`config.mk`:
```
export PLATFORM = sky130hd
export DESIGN_NAME = mem_stage_lsu_flat
export DESIGN_NICKNAME = d
export VERILOG_FILES = /design/src/rtl/mips_mem_defs.sv /design/src/rtl/mem_stage_lsu_if.sv /design/src/rtl/mem_stage_lsu_lane_align.sv /design/src/rtl/mem_stage_lsu.sv /design/src/flat_wrapper.sv
export SDC_FILE = /design/constraint.sdc
export NUM_CORES = 1
export LEC_CHECK = 0
export ABC_AREA = 1
export CELL_PAD_IN_SITES_DETAIL_PLACEMENT = 0
export CELL_PAD_IN_SITES_GLOBAL_PLACEMENT = 1
export CORE_MARGIN = 8
export CORE_UTILIZATION = 34
export CTS_CLUSTER_SIZE = 10
export DETAILED_ROUTE_END_ITERATION = 8
export PLACE_DENSITY = 0.83
export SLEW_MARGIN = 20
export SYNTH_ARGS = -nofsm -noshare
export SYNTH_HDL_FRONTEND = slang
export SYNTH_SLANG_ARGS = --single-unit
export TNS_END_PERCENT = 5
```
`constraint.sdc`:
```
create_clock -name clk -period 2.6 [get_ports clk]
set_input_delay 0.52 -clock clk [delete_from_list [all_inputs] [get_ports clk]]
set_output_delay 0.52 -clock clk [all_outputs]
set_load 0.01 [all_outputs]
```
`src/rtl/mips_mem_defs.sv`:
```
// Shared MEM-stage definitions: access size encodings, LSU FSM states, default RAM depth.
package mips_mem_defs;

  localparam logic [1:0] SZ_BYTE = 2'b00;
  localparam logic [1:0] SZ_HALF = 2'b01;
  localparam logic [1:0] SZ_WORD = 2'b10;

  localparam int unsigned MEM_DEPTH_DEFAULT = 100;
  localparam int unsigned ADDR_W_DEFAULT    = 32;

  typedef enum logic {
    LSU_IDLE   = 1'b0,
    LSU_RMW_WR = 1'b1
  } lsu_state_e;

endpackage

```
`src/rtl/mem_stage_lsu_if.sv`:
```
// EX/MEM request, MEM/WB result and data-RAM port bundle of the MEM-stage LSU.
interface mem_stage_lsu_if #(
  parameter int unsigned ADDR_W = 32
);
  logic              req_valid;
  logic              req_we;
  logic [1:0]        req_size;
  logic              req_unsigned;
  logic [ADDR_W-1:0] req_addr;
  logic [31:0]       req_wdata;
  logic [4:0]        req_rd;
  logic              stall;
  logic              wb_valid;
  logic [31:0]       wb_data;
  logic [4:0]        wb_rd;
  logic              exc_misalign;
  logic [31:0]       ram_addr;
  logic [31:0]       ram_wd;
  logic              ram_we;
  logic [31:0]       ram_rd;

  modport master (
    output req_valid, req_we, req_size, req_unsigned, req_addr, req_wdata, req_rd,
    input  stall, wb_valid, wb_data, wb_rd, exc_misalign,
    input  ram_addr, ram_wd, ram_we,
    output ram_rd
  );

  modport slave (
    input  req_valid, req_we, req_size, req_unsigned, req_addr, req_wdata, req_rd,
    output stall, wb_valid, wb_data, wb_rd, exc_misalign,
    output ram_addr, ram_wd, ram_we,
    input  ram_rd
  );
endinterface

```
`src/rtl/mem_stage_lsu_lane_align.sv`:
```
// Little-endian lane logic: extract+extend a loaded byte/half, or merge store data into a word.
module lsu_lane_align
  import mips_mem_defs::*;
(
  input  logic [1:0]  size,
  input  logic [1:0]  lane,
  input  logic        is_unsigned,
  input  logic [31:0] word_in,
  input  logic [15:0] wdata,
  output logic [31:0] load_data,
  output logic [31:0] merge_data
);

  logic [4:0]  shamt;
  logic [7:0]  byte_sel;
  logic [15:0] half_sel;

  always_comb begin
    shamt      = 5'd0;
    load_data  = word_in;
    merge_data = word_in;
    byte_sel   = 8'(word_in >> {lane, 3'b000});
    half_sel   = 16'(word_in >> {lane[1], 4'b0000});
    case (size)
      SZ_BYTE: begin
        shamt      = {lane, 3'b000};
        load_data  = is_unsigned ? {24'd0, byte_sel} : {{24{byte_sel[7]}}, byte_sel};
        merge_data = (word_in & ~(32'h0000_00FF << shamt)) | ({24'd0, wdata[7:0]} << shamt);
      end
      SZ_HALF: begin
        // Half lane is picked by addr[1]; addr[0] is ignored here.
        shamt      = {lane[1], 4'b0000};
        load_data  = is_unsigned ? {16'd0, half_sel} : {{16{half_sel[15]}}, half_sel};
        merge_data = (word_in & ~(32'h0000_FFFF << shamt)) | ({16'd0, wdata} << shamt);
      end
      default: ;
    endcase
  end

endmodule

```
`src/rtl/mem_stage_lsu.sv`:
```
// MEM-stage load/store unit: word RAM access, 2-cycle read-modify-write for sub-word stores.
// Optional MEM_MISALIGN_TRAP_EN: trap misaligned half/word accesses via exc_misalign.
module mem_stage_lsu
  import mips_mem_defs::*;
#(
  parameter int unsigned MEM_DEPTH = MEM_DEPTH_DEFAULT,
  parameter int unsigned ADDR_W    = ADDR_W_DEFAULT
) (
  input  logic            clk,
  input  logic            rst,
  mem_stage_lsu_if.slave  bus
);

  localparam int unsigned IDX_W = ADDR_W - 2;

  lsu_state_e        state_q, state_d;
  logic [IDX_W-1:0]  idx, idx_q;
  logic              in_range;
  logic [31:0]       merge_q;
  logic [1:0]        lane_q, size_q;
  logic [15:0]       data_q;
  logic              misalign_c, capture_c, load_fire_c;
  logic [1:0]        align_size, align_lane;
  logic [31:0]       align_word, load_data, merge_data;
  logic              stall_c, ram_we_c;
  logic [31:0]       ram_wd_c, ram_addr_c;
  logic              wb_valid_q;
  logic [31:0]       wb_data_q;
  logic [4:0]        wb_rd_q;

  assign idx      = bus.req_addr[ADDR_W-1:2];
  assign in_range = 32'(idx) < 32'(MEM_DEPTH);

`ifdef MEM_MISALIGN_TRAP_EN
  logic exc_q;
  assign misalign_c = (state_q == LSU_IDLE) && bus.req_valid &&
                      (((bus.req_size == SZ_HALF) && bus.req_addr[0]) ||
                       (bus.req_size[1] && (bus.req_addr[1:0] != 2'b00)));

  always_ff @(posedge clk or negedge rst) begin
    if (!rst) exc_q <= 1'b0;
    else      exc_q <= misalign_c;
  end
  assign bus.exc_misalign = exc_q;
`else
  assign misalign_c       = 1'b0;
  assign bus.exc_misalign = 1'b0;
`endif

  assign load_fire_c = (state_q == LSU_IDLE) && bus.req_valid && !bus.req_we && !misalign_c;

  lsu_lane_align u_align (
    .size        (align_size),
    .lane        (align_lane),
    .is_unsigned (bus.req_unsigned),
    .word_in     (align_word),
    .wdata       (data_q),
    .load_data   (load_data),
    .merge_data  (merge_data)
  );

  always_ff @(posedge clk or negedge rst) begin
    if (!rst) state_q <= LSU_IDLE;
    else      state_q <= state_d;
  end

  // Next state and RAM-side drive; everything RAM-facing is forced low during reset.
  always_comb begin
    state_d    = state_q;
    stall_c    = 1'b0;
    capture_c  = 1'b0;
    ram_we_c   = 1'b0;
    ram_wd_c   = 32'd0;
    ram_addr_c = 32'd0;
    align_word = bus.ram_rd;
    align_size = bus.req_size;
    align_lane = bus.req_addr[1:0];
    case (state_q)
      LSU_IDLE: begin
        if (bus.req_valid && !misalign_c && in_range) begin
          ram_addr_c = 32'(idx);
          if (bus.req_we) begin
            if (!bus.req_size[1]) begin
              stall_c   = 1'b1;
              capture_c = 1'b1;
              state_d   = LSU_RMW_WR;
            end else begin
              ram_we_c = 1'b1;
              ram_wd_c = bus.req_wdata;
            end
          end
        end
      end
      LSU_RMW_WR: begin
        align_word = merge_q;
        align_size = size_q;
        align_lane = lane_q;
        ram_addr_c = 32'(idx_q);
        ram_wd_c   = merge_data;
        ram_we_c   = 1'b1;
        state_d    = LSU_IDLE;
      end
      default: state_d = LSU_IDLE;
    endcase
    if (!rst) begin
      stall_c    = 1'b0;
      ram_we_c   = 1'b0;
      ram_wd_c   = 32'd0;
      ram_addr_c = 32'd0;
    end
  end

  assign bus.stall    = stall_c;
  assign bus.ram_we   = ram_we_c;
  assign bus.ram_wd   = ram_wd_c;
  assign bus.ram_addr = ram_addr_c;

  // RMW capture of the old word and the store's index/lane/size/data.
  always_ff @(posedge clk or negedge rst) begin
    if (!rst) begin
      merge_q <= 32'd0;
      idx_q   <= '0;
      lane_q  <= 2'd0;
      size_q  <= 2'd0;
      data_q  <= 16'd0;
    end else if (capture_c) begin
      merge_q <= bus.ram_rd;
      idx_q   <= idx;
      lane_q  <= bus.req_addr[1:0];
      size_q  <= bus.req_size;
      data_q  <= bus.req_wdata[15:0];
    end
  end

  // MEM/WB load result; out-of-range loads complete with zero data.
  always_ff @(posedge clk or negedge rst) begin
    if (!rst) begin
      wb_valid_q <= 1'b0;
      wb_data_q  <= 32'd0;
      wb_rd_q    <= 5'd0;
    end else begin
      wb_valid_q <= load_fire_c;
      if (load_fire_c) begin
        wb_data_q <= in_range ? load_data : 32'd0;
        wb_rd_q   <= bus.req_rd;
      end
    end
  end

  assign bus.wb_valid = wb_valid_q;
  assign bus.wb_data  = wb_data_q;
  assign bus.wb_rd    = wb_rd_q;

endmodule

```
`src/flat_wrapper.sv`:
```
// flat-port wrapper written by rule: the top's interface ports become plain ports
module mem_stage_lsu_flat import mips_mem_defs::*;
#(
  parameter int unsigned MEM_DEPTH = MEM_DEPTH_DEFAULT,
  parameter int unsigned ADDR_W    = ADDR_W_DEFAULT
)
  (clk, rst, bus_req_valid, bus_req_we, bus_req_size, bus_req_unsigned, bus_req_addr, bus_req_wdata, bus_req_rd, bus_stall, bus_wb_valid, bus_wb_data, bus_wb_rd, bus_exc_misalign, bus_ram_addr, bus_ram_wd, bus_ram_we, bus_ram_rd);
  mem_stage_lsu_if #(.ADDR_W(ADDR_W)) bus_i ();
  input  logic clk;
  input  logic rst;
  input wire logic [$bits(bus_i.req_valid)-1:0] bus_req_valid;
  input wire logic [$bits(bus_i.req_we)-1:0] bus_req_we;
  input wire logic [$bits(bus_i.req_size)-1:0] bus_req_size;
  input wire logic [$bits(bus_i.req_unsigned)-1:0] bus_req_unsigned;
  input wire logic [$bits(bus_i.req_addr)-1:0] bus_req_addr;
  input wire logic [$bits(bus_i.req_wdata)-1:0] bus_req_wdata;
  input wire logic [$bits(bus_i.req_rd)-1:0] bus_req_rd;
  output wire logic [$bits(bus_i.stall)-1:0] bus_stall;
  output wire logic [$bits(bus_i.wb_valid)-1:0] bus_wb_valid;
  output wire logic [$bits(bus_i.wb_data)-1:0] bus_wb_data;
  output wire logic [$bits(bus_i.wb_rd)-1:0] bus_wb_rd;
  output wire logic [$bits(bus_i.exc_misalign)-1:0] bus_exc_misalign;
  output wire logic [$bits(bus_i.ram_addr)-1:0] bus_ram_addr;
  output wire logic [$bits(bus_i.ram_wd)-1:0] bus_ram_wd;
  output wire logic [$bits(bus_i.ram_we)-1:0] bus_ram_we;
  input wire logic [$bits(bus_i.ram_rd)-1:0] bus_ram_rd;
  assign bus_i.req_valid = bus_req_valid;
  assign bus_i.req_we = bus_req_we;
  assign bus_i.req_size = bus_req_size;
  assign bus_i.req_unsigned = bus_req_unsigned;
  assign bus_i.req_addr = bus_req_addr;
  assign bus_i.req_wdata = bus_req_wdata;
  assign bus_i.req_rd = bus_req_rd;
  assign bus_stall = bus_i.stall;
  assign bus_wb_valid = bus_i.wb_valid;
  assign bus_wb_data = bus_i.wb_data;
  assign bus_wb_rd = bus_i.wb_rd;
  assign bus_exc_misalign = bus_i.exc_misalign;
  assign bus_ram_addr = bus_i.ram_addr;
  assign bus_ram_wd = bus_i.ram_wd;
  assign bus_ram_we = bus_i.ram_we;
  assign bus_i.ram_rd = bus_ram_rd;
  mem_stage_lsu #(.MEM_DEPTH(MEM_DEPTH), .ADDR_W(ADDR_W)) u_core (.clk(clk), .rst(rst), .bus(bus_i));
endmodule
```
==> results of run 1 <==
-- Yosys cell counts --
library cell  count  area, um^2
nor3_2            1        10.0
dfrtp_1         121        3030
clkinv_1          1        3.75
buf_1             9        33.8
a21oi_1          29         145
nor2_1          150         563
nor2_2            2        12.5
nand2_1         543        2040
o21ai_1          28         140
buf_2            38         190
o21bai_1          6        45.0
a31oi_1           3        18.8
clkbuf_1         19        71.3
nand3_1         129         646
buf_6             2        22.5
nor2_4            3        33.8
nand2_2           4        25.0
buf_4            11        82.6
o21ai_0          38         190
o21a_1            1        7.51
o21ai_2           2        17.5
or2_2            26         163
conb_1            1        3.75
inv_2             3        11.3
nand4_1          11        68.8
o211ai_1          2        15.0
nand2_4           1        11.3
nor3_1           23         115
inv_1           116         435
-- area by class of cell --
cell class / count / area, um^2
clock inverter: 15 / 151
timing repair buffer: 414 / 3960
fill: 2308 / 10300
tap: 319 / 399
clock buffer: 17 / 425
sequential: 121 / 3030
multi-input combinational: 1005 / 4720
timing repair inverter: 1 / 7.51
inverter: 120 / 453
-- power by group --
part	internal [mW]	switching, mW
Combinational	0.519	0.522
Clock	1.28	1.11
Sequential	1.89	0.00478
Total	3.69	1.64
-- metal layers --
metal	vias up	GRT usage	routed length (um)
met2	377	0.394	16900
met3	86	0.0542	2540
met4	0	0.0934	1230
met1	4673	0.281	14000
met5	-	0	0
li1	4814	-	-
-- state kept, by name, indices dropped and copies added (netlist names), 2 cells and up --
| name | count |
|---|---|
| u_core.bus.wb_data | 32 |
| u_core.bus.wb_rd | 5 |
| u_core.data_q | 16 |
| u_core.idx_q | 30 |
| u_core.lane_q | 2 |
| u_core.merge_q | 32 |
| u_core.size_q | 2 |
-- repair_timing --
action,in CTS,in global routing
gates cloned,5,2
resized for setup,251,92
setup endpoints to repair,58,43
pin swaps,33,47
setup buffers,36,10
-- worst paths after layout --
check	from	to	slack (ns)	cells after the start
worst max register to register	u_core.state_q	u_core.bus.wb_rd[0]	0.32	10
worst min-delay path	rst	u_core.data_q[4]	0.06	2
worst min register to register	u_core.bus.wb_rd[4]	u_core.bus.wb_rd[4]	0.48	2
min in group clk	bus_req_size[0]	u_core.size_q[0]	0.42	3
max in group asynchronous	rst	u_core.merge_q[18]	1.65	3
worst max-delay path	u_core.state_q	bus_ram_wd[23]	-0.30	11
-- critical path: cells and delay by family, from the launching register on --
kind	cells	cell delay, ns
flops	1	0.49
simple gates	3	0.24
buf+inv	5	0.70
compound gates	3	0.51
-- cells by family (layout without fill, tap and decap cells) --
kind of cell,count (synthesis),count (layout),synth area share
AND/OR/NAND/NOR,893,893,0.452
flip-flops,121,121,0.372
other,1,3,0.000460
AO/OA/AOI/OAI,109,109,0.0711
buffers and inverters,199,567,0.104
-- stage by stage --
| step | hold slack [ns] | setup WS [ns] |
|---|---|---|
| floorplan | 0.224 | 0.370 |
| global placement | 0.461 | -0.599 |
| detailed placement | 0.465 | -0.612 |
| CTS | 0.0459 | -0.254 |
| global route | 0.0569 | -0.394 |
| finish | 0.0597 | -0.297 |
==> summary.txt, run 1 <==
Outcome
  – Status: complete, but fails checks
  – Violated checks: negative setup slack

Floorplanning
  – IO Count: 213
  – Die Span Y: 171 um
  – Initial Util: 0.347
  – Std cell rows: 56
  – Core ar.: 0.0235 mm^2
  – Die area: slightly below 0.03 mm^2
  – Die width: 171 um

Power
  – Static Leak: 6.93 nW
  – Power per cell area: 405 mW/mm^2
  – Maximum vdd drop: between 0.4 and 0.5 mV
  – Total power: 5.33 mW

Synth
  – Number of synthesized register bits: 121
  – Mapped Avg Cell Area: 6.16 um^2
  – Synth Warn #: 0
  – Seq/Total Area, Yosys: 0.372
  – Cell Area, Synth: 0.00815 mm^2
  – Post-Syn Instances: 1323
  – Yosys cell types: 29

Setup path
  – WP data arrival: 2.38 ns
  – Critical path's largest stage delay: 0.49 ns
  – Crit Path Max Fanout: 7
  – Worst setup SP type: flop
  – Crit path top cell by count: buf_6
  – Critical path cell sequence: buf_8, o21ai_4, buf_6, buf_6, nand3_2, o21ai_0, nand2_1, a21oi_2, buf_4, nor2_1, buf_2
  – Crit end category: primary output
  – Required time worst endpoint: ~2.1 ns
  – WS Path Type: reg -> out
  – Slowest cell on crit path: dfrtp_2

Routing
  – Via density: about 4.9
  – DRC: 0
  – Drt pass-1 iters: 5
  – Antenna Nets Post-Route: 0
  – Initial DRC count: around 820
  – Final wirelength: 34.7 mm
  – Vias: ~10000
  – Drt wl/cell: 17.2 um

Place
  – Final Wtd Congestion: just over 0.9
  – Cell Area, Placed: 0.0117 mm^2
  – Port bufs: 209
  – Dpl cells: 1929
  – Dpl hpwl: 24.3 mm

Timing
  – Min Tclk post-route: just under 3 ns
  – Skew final: 0.00903 ns
  – Worst-Margin Slew: between 0.5 and 0.6 ns
  – RSZ-0062 raised after global routing: true
  – Final hold vios: 0
  – Crit share post-route: 1.11
  – Max_slew headroom: 0.658
  – Slew Limit Fails: 0
  – Setup WS post-layout: -0.297 ns
  – Final Setup Violations: 36
  – Setup TNS: -6.81 ns
  – Maximum clock rate: 345 MHz

Finish
  – Most frequent cells in the layout: nand2_1, buf_4, clkdlybuf4s50_1
  – Final instance area: 0.0131 mm^2
  – NumNets Final: ~1800
  – Util after Layout: 0.560
  – Layout cells sized above 1: 0.245
  – Finished Layout Cells: about 2000
  – Ant. Diodes: 0
  – Commonest non-fill, non-tap cell in the layout: nand2_1
  – P&R area growth vs syn: 61.4%

Hold path
  – Worst hold path class: in -> async

Clock tree
  – H-Tree Depth: 4
  – Reg clk slew, reported paths: around 0.07 ns
  – Worst skew pair latency: 0.43 ns
  – Sinks on Clock Net: around 120
  – CTS root buf: clkbuf_16
  – TritonCTS clock tree: built
  – Max clock buf depth: 2
  – CTS Buf Count: 17
  – Hold buffers post-CTS: 0

Global routing
  – Largest net degree at the start of global routing: 54
  – Total track usage: 0.232
  – Initial antenna violation count: 0
  – Grt total ovfl: 0
  – Number of global-route vias before repair: 9809
  – First-pass GRT wire length: 52.9 mm

Flow run
  – Max-cap check violation count: 0
(Power assumes the default switching activity.)
==> run 2: changes to the inputs <==
- CORE_ASPECT_RATIO: not set -> 1.25
==> run 2 against run 1 <==
Net effect:
- the run still ends with negative setup slack left
- cell area shrank 1.3%
- routed wire length shrank 5.4%
- hold slack gained 0.090 ns
- clock power grew 6%
==> summary.txt, run 2 (synthesis results as in run 1) <==
Place
  – Cell Area, Placed: around 0.012 mm^2
  – Pre-CTS WS: -0.723 ns
  – Port bufs: 209
  – Final Wtd Congestion: around 0.92
  – Dpl hpwl: roughly 24 mm
  – Dpl cells: roughly 1900

Floorplanning
  – Die area: 0.0292 mm^2
  – Die Span Y: 189 um
  – IO Count: 213
  – Core ar.: 0.0236 mm^2
  – Std cell rows: 63
  – Initial Util: 0.345
  – Die width: 154 um

Outcome
  – Status: complete, but fails checks
  – Violated checks: negative setup slack

Finish
  – Finished Layout Cells: 1971
  – Final instance area: ~0.013 mm^2
  – # fillers: 2373
  – P&R area growth vs syn: 59.3%
  – Layout cells sized above 1: 0.244
  – Util after Layout: 0.549
  – NumNets Final: roughly 1800
  – Most frequent cells in the layout: nand2_1, buf_4, nor2_1
  – Commonest non-fill, non-tap cell in the layout: nand2_1

Clock tree
  – CTS Buf Count: 17
  – Hold buffers post-CTS: 0
  – Sinks on Clock Net: roughly 120
  – Reg clk slew, reported paths: ~0.060 ns
  – Max clock buf depth: 2
  – CTS root buf: clkbuf_16
  – H-Tree Depth: 4
  – TritonCTS clock tree: built
  – Worst skew pair latency: 0.43 ns

Timing
  – Final hold vios: 0
  – Slew Limit Fails: 0
  – RSZ-0062 raised after global routing: true
  – Setup TNS: -3.09 ns
  – Crit share post-route: 1.06
  – Final Setup Violations: 31
  – Min Tclk post-route: 2.76 ns
  – Maximum clock rate: about 360 MHz
  – Hold Slack: 0.150 ns
  – Skew final: 0.0153 ns
  – Setup WS post-layout: -0.156 ns

Setup path
  – Reg2Reg Depth: 11
  – WS Path Type: reg -> out
  – Reg2reg start: u_core.state_q
  – Worst setup SP type: flop
  – WP data arrival: 2.24 ns
  – Critical path cell sequence: buf_8, o21ai_4, buf_4, nand3_2, o21ai_1, nand2_1, a21oi_2, nor2_1, buf_2
  – Crit end category: primary output
  – Reg-to-Reg End: u_core.data_q[11]
  – Kind of cell adding the most delay to the critical path: buffers and inverters
  – Required time worst endpoint: between 2 and 2.5 ns
  – Buffers & Inverters on Critical Path: 3
  – Register-to-register path setup slack: 0.38 ns
  – Slowest cell on crit path: dfrtp_2
  – Crit Path Max Fanout: 13
  – Critical path's largest stage delay: 0.46 ns

Routing
  – Final wirelength: between 30 and 40 mm
  – Antenna Nets Post-Route: 0
  – Drt pass-1 iters: 5
  – Vias: 9625
  – Initial DRC count: between 600 and 700
  – DRC: 0
  – Drt wl/cell: 16.6 um
  – Via density: a little under 5

Global routing
  – Initial antenna violation count: 2
  – Total track usage: 0.225
  – Number of global-route vias before repair: between 9000 and 10000
  – Grt total ovfl: 0
  – First-pass GRT wire length: approximately 52 mm
  – Largest net degree at the start of global routing: 47

Power
  – Maximum vdd drop: between 0.4 and 0.5 mV
  – Power per cell area: ~410 mW/mm^2
  – Static Leak: 7.18 nW
  – Total power: approximately 5.4 mW

Flow run
  – Max-cap check violation count: 0

Hold path
  – Worst hold path class: in -> async
==> run 2: cell count changes in the layout (fill, tap and decap cells not counted), moves of 6 or more <==
cell,before,now
nand3_1,102,108
inv_8,6,0
nor2_1,139,131
clkdlybuf4s50_1,142,114
dlymetal6s2s_1,1,32
buf_12,24,16
==> run 2: worst reg2reg max path: cells and delay by family, from the launching register on <==
kind	cells	cell delay, ns
flops	1	0.44
simple gates	4	0.32
buf+inv	6	1.28
compound gates	1	0.08
==> run 2: where the power goes <==
group          leakage (nW)  internal [mW]  switching, mW
registers              1.43           1.89        0.00470
clock network         0.291           1.53           1.00
logic                  5.46          0.457          0.490
total                  7.18           3.88           1.50
==> run 2: worst max-delay path by stage <==
stage	from	to	slack (ns)	depth (start not counted)
2_1_floorplan	bus_req_addr[16]	bus_ram_addr[0]	0.37	9
3_3_place_gp	bus_req_valid	bus_ram_wd[6]	-0.70	11
3_5_place_dp	bus_req_valid	bus_ram_wd[0]	-0.72	11
4_1_cts	u_core.state_q	bus_ram_wd[9]	-0.15	12
5_1_grt	u_core.state_q	bus_ram_wd[22]	-0.28	13
6_report	u_core.state_q	bus_ram_wd[20]	-0.16	9
==> run 2: layer usage <==
layer | part of all wire | vias up | GRT usage
met4 | 0.025 | 2 | 0.0808
met5 | 0.00024 | - | 0
li1 | - | 4800 | -
met1 | 0.42 | 4452 | 0.279
met2 | 0.48 | 326 | 0.375
met3 | 0.074 | 45 | 0.0541
==> run 2: timing repair <==
item	4_1_cts	5_1_grt
cloned	5	0
endpoints found under the hold margin	0	0
gates resized for setup	282	103
setup buffers	24	5
endpoints found under the setup margin	62	55
pin swaps	46	45
==> run 2: area by class of cell <==
class                      instances  area (um^2)  area share
tap                              292          365      0.0281
antenna                            1         2.50    0.000193
inverter                         120          455      0.0351
timing repair buffer             400         3780       0.291
clock buffer                      17          425      0.0328
clock inverter                    15          191      0.0147
multi-input combinational       1005         4730       0.365
sequential                       121         3030       0.233
